**config.mk**
```make
export PLATFORM = sky130hd
export DESIGN_NAME = shift_register_universal_flat
export DESIGN_NICKNAME = d
export VERILOG_FILES = /design/src/rtl/shift_register_universal_pkg.sv /design/src/rtl/shift_register_universal_if.sv /design/src/rtl/shift_register_universal_burst_ctrl.sv /design/src/rtl/shift_register_universal.sv /design/src/flat_wrapper.sv
export SDC_FILE = /design/constraint.sdc
export NUM_CORES = 1
export LEC_CHECK = 0
export CORE_AREA = 2 2 39 41
export DETAILED_ROUTE_END_ITERATION = 8
export DIE_AREA = 0 0 41 43
export PLACE_DENSITY_LB_ADDON = 0.25
export SETUP_SLACK_MARGIN = 0.4
export SYNTH_ARGS = -nofsm -noshare
export SYNTH_HDL_FRONTEND = slang
export SYNTH_SLANG_ARGS = --single-unit
```
**constraint.sdc**
```tcl
create_clock -name clk -period 3.4 [get_ports clk]
set_clock_uncertainty 0.2 [all_clocks]
set_input_delay 0.68 -clock clk [delete_from_list [all_inputs] [get_ports clk]]
set_output_delay 0.68 -clock clk [all_outputs]
set_load 0.005 [all_outputs]
```
**src/rtl/shift_register_universal_pkg.sv**
```systemverilog
// shift_register_pkg: mode, FSM state and stage-operation types shared by the universal shift register.
package shift_register_pkg;

    typedef enum logic [2:0] {
        M_HOLD     = 3'd0,
        M_SHIFT_UP = 3'd1,
        M_SHIFT_DN = 3'd2,
        M_ROT_UP   = 3'd3,
        M_ROT_DN   = 3'd4,
        M_LOAD     = 3'd5,
        M_BURST    = 3'd6,
        M_RSVD     = 3'd7
    } mode_e;

    typedef enum logic {
        S_IDLE = 1'b0,
        S_RUN  = 1'b1
    } state_e;

    typedef enum logic [2:0] {
        OP_HOLD = 3'd0,
        OP_UP   = 3'd1,
        OP_DN   = 3'd2,
        OP_RUP  = 3'd3,
        OP_RDN  = 3'd4,
        OP_LOAD = 3'd5
    } op_e;

    function automatic int cnt_width(input int n);
        return (n > 1) ? $clog2(n) : 1;
    endfunction

endpackage

```
**src/rtl/shift_register_universal_if.sv**
```systemverilog
// shift_register_universal_if: control, serial and parallel signals of the universal shift register.
interface shift_register_universal_if #(
    parameter int N = 4,
    parameter int W = 1
);
    logic           en;
    logic [2:0]     mode;
    logic [W-1:0]   sin_lo;
    logic [W-1:0]   sin_hi;
    logic [N*W-1:0] pin;
    logic [N*W-1:0] pout;
    logic [W-1:0]   sout_hi;
    logic [W-1:0]   sout_lo;
    logic           busy;
    logic           sout_last;
    logic           done;

    modport master (
        output en, mode, sin_lo, sin_hi, pin,
        input  pout, sout_hi, sout_lo, busy, sout_last, done
    );

    modport slave (
        input  en, mode, sin_lo, sin_hi, pin,
        output pout, sout_hi, sout_lo, busy, sout_last, done
    );
endinterface

```
**src/rtl/shift_register_universal_burst_ctrl.sv**
```systemverilog
// shift_register_burst_ctrl: burst FSM and per-cycle stage operation decode.
// Build option: SHIFT_REGISTER_UNIVERSAL_ROTATE_EN maps modes 3/4 to rotates, otherwise to hold.
module shift_register_burst_ctrl
    import shift_register_pkg::*;
#(
    parameter int N = 4
) (
    input  logic       clk,
    input  logic       clear,
    input  logic       en_i,
    input  logic [2:0] mode_i,
    output op_e        op_o,
    output logic       busy_o,
    output logic       sout_last_o,
    output logic       done_o
);
    localparam int CW = cnt_width(N);

    state_e        state_q;
    logic [CW-1:0] cnt_q;
    logic          done_q;
    logic          last;

    assign last        = cnt_q == CW'(N - 1);
    assign busy_o      = state_q == S_RUN;
    assign sout_last_o = busy_o && last;
    assign done_o      = done_q;

    always_comb begin
        op_o = OP_HOLD;
        if (en_i && state_q == S_RUN) begin
            op_o = last ? OP_HOLD : OP_UP;
        end else if (en_i) begin
            case (mode_e'(mode_i))
                M_SHIFT_UP: op_o = OP_UP;
                M_SHIFT_DN: op_o = OP_DN;
`ifdef SHIFT_REGISTER_UNIVERSAL_ROTATE_EN
                M_ROT_UP:   op_o = OP_RUP;
                M_ROT_DN:   op_o = OP_RDN;
`else
                M_ROT_UP,
                M_ROT_DN:   op_o = OP_HOLD;
`endif
                M_LOAD,
                M_BURST:    op_o = OP_LOAD;
                default:    op_o = OP_HOLD;
            endcase
        end
    end

    // done is a single-cycle pulse: it drops on the next edge even if en is low
    always_ff @(posedge clk) begin
        if (clear) begin
            state_q <= S_IDLE;
            cnt_q   <= '0;
            done_q  <= 1'b0;
        end else begin
            done_q <= 1'b0;
            if (en_i && state_q == S_IDLE && mode_e'(mode_i) == M_BURST) begin
                state_q <= S_RUN;
                cnt_q   <= '0;
            end else if (en_i && state_q == S_RUN && last) begin
                state_q <= S_IDLE;
                done_q  <= 1'b1;
            end else if (en_i && state_q == S_RUN) begin
                cnt_q <= cnt_q + 1'b1;
            end
        end
    end
endmodule

```
**src/rtl/shift_register_universal.sv**
```systemverilog
// shift_register_universal: N x W universal shift register with hold/shift/rotate/load and burst serialiser.
// Build option: SHIFT_REGISTER_UNIVERSAL_ROTATE_EN builds the rotate paths for modes 3/4.
module shift_register_universal
    import shift_register_pkg::*;
#(
    parameter int N = 4,
    parameter int W = 1
) (
    input logic                       clk,
    input logic                       clear,
    shift_register_universal_if.slave bus
);
    op_e                 op;
    logic [N-1:0][W-1:0] stage_q;
    logic [N-1:0][W-1:0] stage_d;

    shift_register_burst_ctrl #(.N(N)) u_ctrl (
        .clk        (clk),
        .clear      (clear),
        .en_i       (bus.en),
        .mode_i     (bus.mode),
        .op_o       (op),
        .busy_o     (bus.busy),
        .sout_last_o(bus.sout_last),
        .done_o     (bus.done)
    );

    for (genvar i = 0; i < N; i++) begin : g_stage
        logic [W-1:0] up;
        logic [W-1:0] dn;
        logic [W-1:0] rup;
        logic [W-1:0] rdn;
        if (i == 0) begin : g_first
            assign up = bus.sin_lo;
        end else begin : g_up
            assign up = stage_q[i-1];
        end
        if (i == N - 1) begin : g_last
            assign dn = bus.sin_hi;
        end else begin : g_dn
            assign dn = stage_q[i+1];
        end
`ifdef SHIFT_REGISTER_UNIVERSAL_ROTATE_EN
        // with N=1 both neighbours wrap to the stage itself, so rotates hold
        assign rup = stage_q[(i + N - 1) % N];
        assign rdn = stage_q[(i + 1) % N];
`else
        assign rup = stage_q[i];
        assign rdn = stage_q[i];
`endif
        assign stage_d[i] = op == OP_UP   ? up :
                            op == OP_DN   ? dn :
                            op == OP_RUP  ? rup :
                            op == OP_RDN  ? rdn :
                            op == OP_LOAD ? bus.pin[i*W +: W] : stage_q[i];
    end

    always_ff @(posedge clk) begin
        stage_q <= clear ? '0 : stage_d;
    end

    assign bus.pout    = stage_q;
    assign bus.sout_hi = stage_q[N-1];
    assign bus.sout_lo = stage_q[0];
endmodule

```
**src/flat_wrapper.sv**
```systemverilog
// flat-port wrapper written by rule: the top's interface ports become plain ports
module shift_register_universal_flat import shift_register_pkg::*;
#(
    parameter int N = 4,
    parameter int W = 1
)
  (clk, clear, bus_en, bus_mode, bus_sin_lo, bus_sin_hi, bus_pin, bus_pout, bus_sout_hi, bus_sout_lo, bus_busy, bus_sout_last, bus_done);
  shift_register_universal_if #(.N(N), .W(W)) bus_i ();
  input logic clk;
  input logic clear;
  input wire logic [$bits(bus_i.en)-1:0] bus_en;
  input wire logic [$bits(bus_i.mode)-1:0] bus_mode;
  input wire logic [$bits(bus_i.sin_lo)-1:0] bus_sin_lo;
  input wire logic [$bits(bus_i.sin_hi)-1:0] bus_sin_hi;
  input wire logic [$bits(bus_i.pin)-1:0] bus_pin;
  output wire logic [$bits(bus_i.pout)-1:0] bus_pout;
  output wire logic [$bits(bus_i.sout_hi)-1:0] bus_sout_hi;
  output wire logic [$bits(bus_i.sout_lo)-1:0] bus_sout_lo;
  output wire logic [$bits(bus_i.busy)-1:0] bus_busy;
  output wire logic [$bits(bus_i.sout_last)-1:0] bus_sout_last;
  output wire logic [$bits(bus_i.done)-1:0] bus_done;
  assign bus_i.en = bus_en;
  assign bus_i.mode = bus_mode;
  assign bus_i.sin_lo = bus_sin_lo;
  assign bus_i.sin_hi = bus_sin_hi;
  assign bus_i.pin = bus_pin;
  assign bus_pout = bus_i.pout;
  assign bus_sout_hi = bus_i.sout_hi;
  assign bus_sout_lo = bus_i.sout_lo;
  assign bus_busy = bus_i.busy;
  assign bus_sout_last = bus_i.sout_last;
  assign bus_done = bus_i.done;
  shift_register_universal #(.N(N), .W(W)) u_core (.clk(clk), .clear(clear), .bus(bus_i));
endmodule
```
==> impl_metrics.py <==
metrics = {
    "yosys": {
        "synth_nets": 72,
        "ys_ff_latch": 8,
        "synth_top_cell_by_area": "dfxtp_1",
        "netlist.area_leader.share": 0.3005,
        "syn-cell-area_um2": 533.0,
        "ys_seq_area_frac": 0.3005,
        "synth_warnings": 0,
        "synthTopCellsByArea": "dfxtp_1 (30%), buf_4 (7.0%), o41ai_1 (6.6%)",
        "synthCells": 59,
        "ys_types": 25,
        "syn-mean-instance-area_um2": 9.034,
    },
    "finish": {
        "final_cells": 92,
        "drive_gt1_frac": 0.1447,
        "antennaDiodeCount": 0,
        "seq_area_um2": 160.2,
        "syn_to_final_growth_pct": 37.79,
        "finalNetCount": 91,
        "num-fill-cells": 142,
        "multi_input_area_um2": 324.1,
    },
    "status": {
        "status": "finished, final reports clean",
    },
    "timing": {
        "drv_slew": 0,
        "max_freq_mhz": 421.8,
        "min_period_over_period": 0.6973,
        "tightest_slew_ns": 0.6149,
        "fin_hold_ws_ns": 0.2589,
        "finalSetupTns_ns": 0,
        "hold_viol_final": 0,
        "fin_crit_ns": 2.371,
        "setup_viol": 0,
        "rsz0062_at_grt": "no",
        "relSlewSlack": 0.5883,
    },
    "critical_path": {
        "critPathTopFamily": "buffers and inverters",
        "cp.required_ns": 2.52,
        "cp.depth": 4,
        "path_class": "flop to output port",
        "slowest_stage": "clkdlybuf4s50_1",
        "worstRegToRegCells": 5,
        "worstPathMaxFanout": 3,
        "cp.buffers_inverters": 2,
        "max_stage_delay_ns": 0.49,
        "start_kind": "flop",
        "crit_arrival_ns": 1.49,
        "crit_chain": "ha_1 -> nand2_1 -> inv_1 -> clkdlybuf4s50_1",
        "end_kind": "output port",
    },
    "place": {
        "gp_congestion": 0.7843,
        "dp.cells": 89,
        "io_buffer_count": 20,
        "dp_hpwl_um": 888.2,
    },
    "detailed_routing": {
        "vias": 463,
        "wire_per_inst_um": 12.20,
        "ant_nets": 0,
        "dr.pass1.iters": 1,
        "drt_iter0_drc": 0,
        "drc": 0,
        "vias_per_cell": 5.033,
        "wl_mm": 1.122,
    },
    "power_and_ir_drop": {
        "p_leak_nw": 0.2583,
        "finalPower_mw": 0.2221,
        "vdd_drop_max_mv": 0.1871,
        "p_per_area_nw_per_um2": 302.4,
    },
    "die": {
        "core-area_um2": 1384,
        "design.die.area_um2": 1763,
        "num_io_pins": 21,
        "start_util": 0.3852,
        "fp-row-count": 14,
        "die_h_um": 43,
        "die_w_um": 41,
    },
    "cts": {
        "cts.sinks": 8,
        "cts_max_level": 1,
        "cts_tree": "yes",
        "ctsRootBufferMaster": "clkbuf_4",
        "cts_buffers": 3,
        "clkLatencyLatePin_ns": 0.25,
        "cts_hold_buffers": 0,
        "cts.repair.resized": 0,
        "postCtsSetupBuffers": 0,
        "cts_buffer_depth": 2,
        "clk_pin_slew_ns": 0.05,
    },
    "hold_path": {
        "hold_depth": 2,
        "hp-class": "flop to flop",
    },
    "grt": {
        "grt_max_degree": 11,
        "grt_usage": 0.1603,
        "grt-ovfl-total": 0,
        "antenna_found_initial": 0,
        "grt_pass1_wl_mm": 1.883,
        "grt_pass1_vias": 428,
    },
    "flow_run": {
        "cap_viol_max_count": 0,
    },
}
==> worst reg2reg max path, stage by stage (launching register included) <==
cell and delay (ns):
dfxtp_1 0.34, ha_1 0.24, nor2b_4 0.07, o21ai_0 0.46
nor2_1 0.09, o41ai_1 0.24
==> cell type report <==
type / instances / area share
inverters: 2 / 0.01022
well taps: 16 / 0.02726
multi-input cells: 43 / 0.4412
flip-flops and latches: 8 / 0.2181
repair buffers: 20 / 0.2726
clock buffers: 3 / 0.03066
==> synthesized netlist by cell type <==
| library cell | number |
|---|---|
| dfxtp_1 | 8 |
| nand2_1 | 6 |
| nor2_1 | 6 |
| buf_4 | 5 |
| nand3b_1 | 4 |
| o41ai_1 | 4 |
| a211oi_1 | 3 |
| nor3b_1 | 3 |
| a21oi_1 | 2 |
| inv_1 | 2 |
| xor2_1 | 2 |
| a211oi_2 | 1 |
| buf_1 | 1 |
| ha_1 | 1 |
| nand2b_1 | 1 |
| nand2b_2 | 1 |
| nand3_1 | 1 |
| nand4bb_4 | 1 |
| nor2b_4 | 1 |
| nor3b_2 | 1 |
| nor4b_2 | 1 |
| o211ai_1 | 1 |
| o21a_2 | 1 |
| o21ai_0 | 1 |
| or2_2 | 1 |
==> per-layer routing <==
metal	wire length (µm)	vias up	track usage
li1	-	245	-
met1	581	205	0.2150
met2	487	13	0.2219
met3	53	0	0.05236
met4	0	0	0.08000
met5	0	-	0
==> logic make-up (layout without fill, tap and decap cells) <==
family	Yosys count	after routing	synth area share
compound gates	13	13	0.1901
xor+xnor	2	2	0.03287
fa+ha+maj	1	1	0.02347
buf+inv	8	25	0.09156
flops	8	8	0.3005
simple gates	27	27	0.3615
==> metrics by stage <==
step / util / area (µm²) / setup slack (ns)
finish: 0.5307 / 734.5 / 1.029
global route: 0.5307 / 734.5 / 0.8988
CTS: 0.5307 / 734.5 / 1.006
detailed placement: 0.5145 / 711.9 / 0.9022
global placement: 0.5145 / 711.9 / 0.9270
floorplan: - / 533.0 / 1.578
==> power breakdown <==
part	switching, mW	internal, mW	leakage [nW]
combinational	0.0196	0.0312	0.179
sequential	0.00428	0.0981	0.0650
clock	0.0288	0.0402	0.0138
==> registers in the layout (all words and copies together), names as in the netlist <==
register / flops
u_core.u_ctrl.busy_o: 1
u_core.bus.sout_hi: 1
u_core.u_ctrl.cnt_q: 2
u_core.bus.sout_lo: 1
u_core.u_ctrl.done_o: 1
u_core.g_stage.dn: 2
==> layout by cell type (no fill, tap or decap) <==
master | synthesis | routed
a211oi_1 | 3 | 3
nor4b_2 | 1 | 1
nor3b_1 | 3 | 3
nand2_1 | 6 | 6
clkbuf_4 | 0 | 3
o41ai_1 | 4 | 4
ha_1 | 1 | 1
or2_2 | 1 | 1
clkdlybuf4s50_1 | 0 | 20
xor2_1 | 2 | 2
o21a_2 | 1 | 1
a211oi_2 | 1 | 1
o211ai_1 | 1 | 1
o21ai_0 | 1 | 1
nor2_1 | 6 | 6
dfxtp_1 | 8 | 8
inv_1 | 2 | 2
nor2b_4 | 1 | 1
nand3_1 | 1 | 1
nand2b_1 | 1 | 1
nand4bb_4 | 1 | 1
nor3b_2 | 1 | 1
nand2b_2 | 1 | 1
nand3b_1 | 4 | 4
a21oi_1 | 2 | 2
==> final timing paths <==
check	slack (ns)	from	endpoint
hold reg to reg	0.26	u_core.u_ctrl.cnt_q[1]$_SDFFE_PP0P_	u_core.u_ctrl.cnt_q[1]$_SDFFE_PP0P_
setup reg to reg	1.65	u_core.u_ctrl.cnt_q[0]$_SDFFE_PP0P_	u_core.bus.sout_hi$_SDFFE_PP0P_
hold / removal	0.26	u_core.u_ctrl.cnt_q[1]$_SDFFE_PP0P_	u_core.u_ctrl.cnt_q[1]$_SDFFE_PP0P_
setup / recovery	1.03	u_core.u_ctrl.cnt_q[0]$_SDFFE_PP0P_	bus_sout_last
No activity file was read; power rests on OpenSTA's default activity.
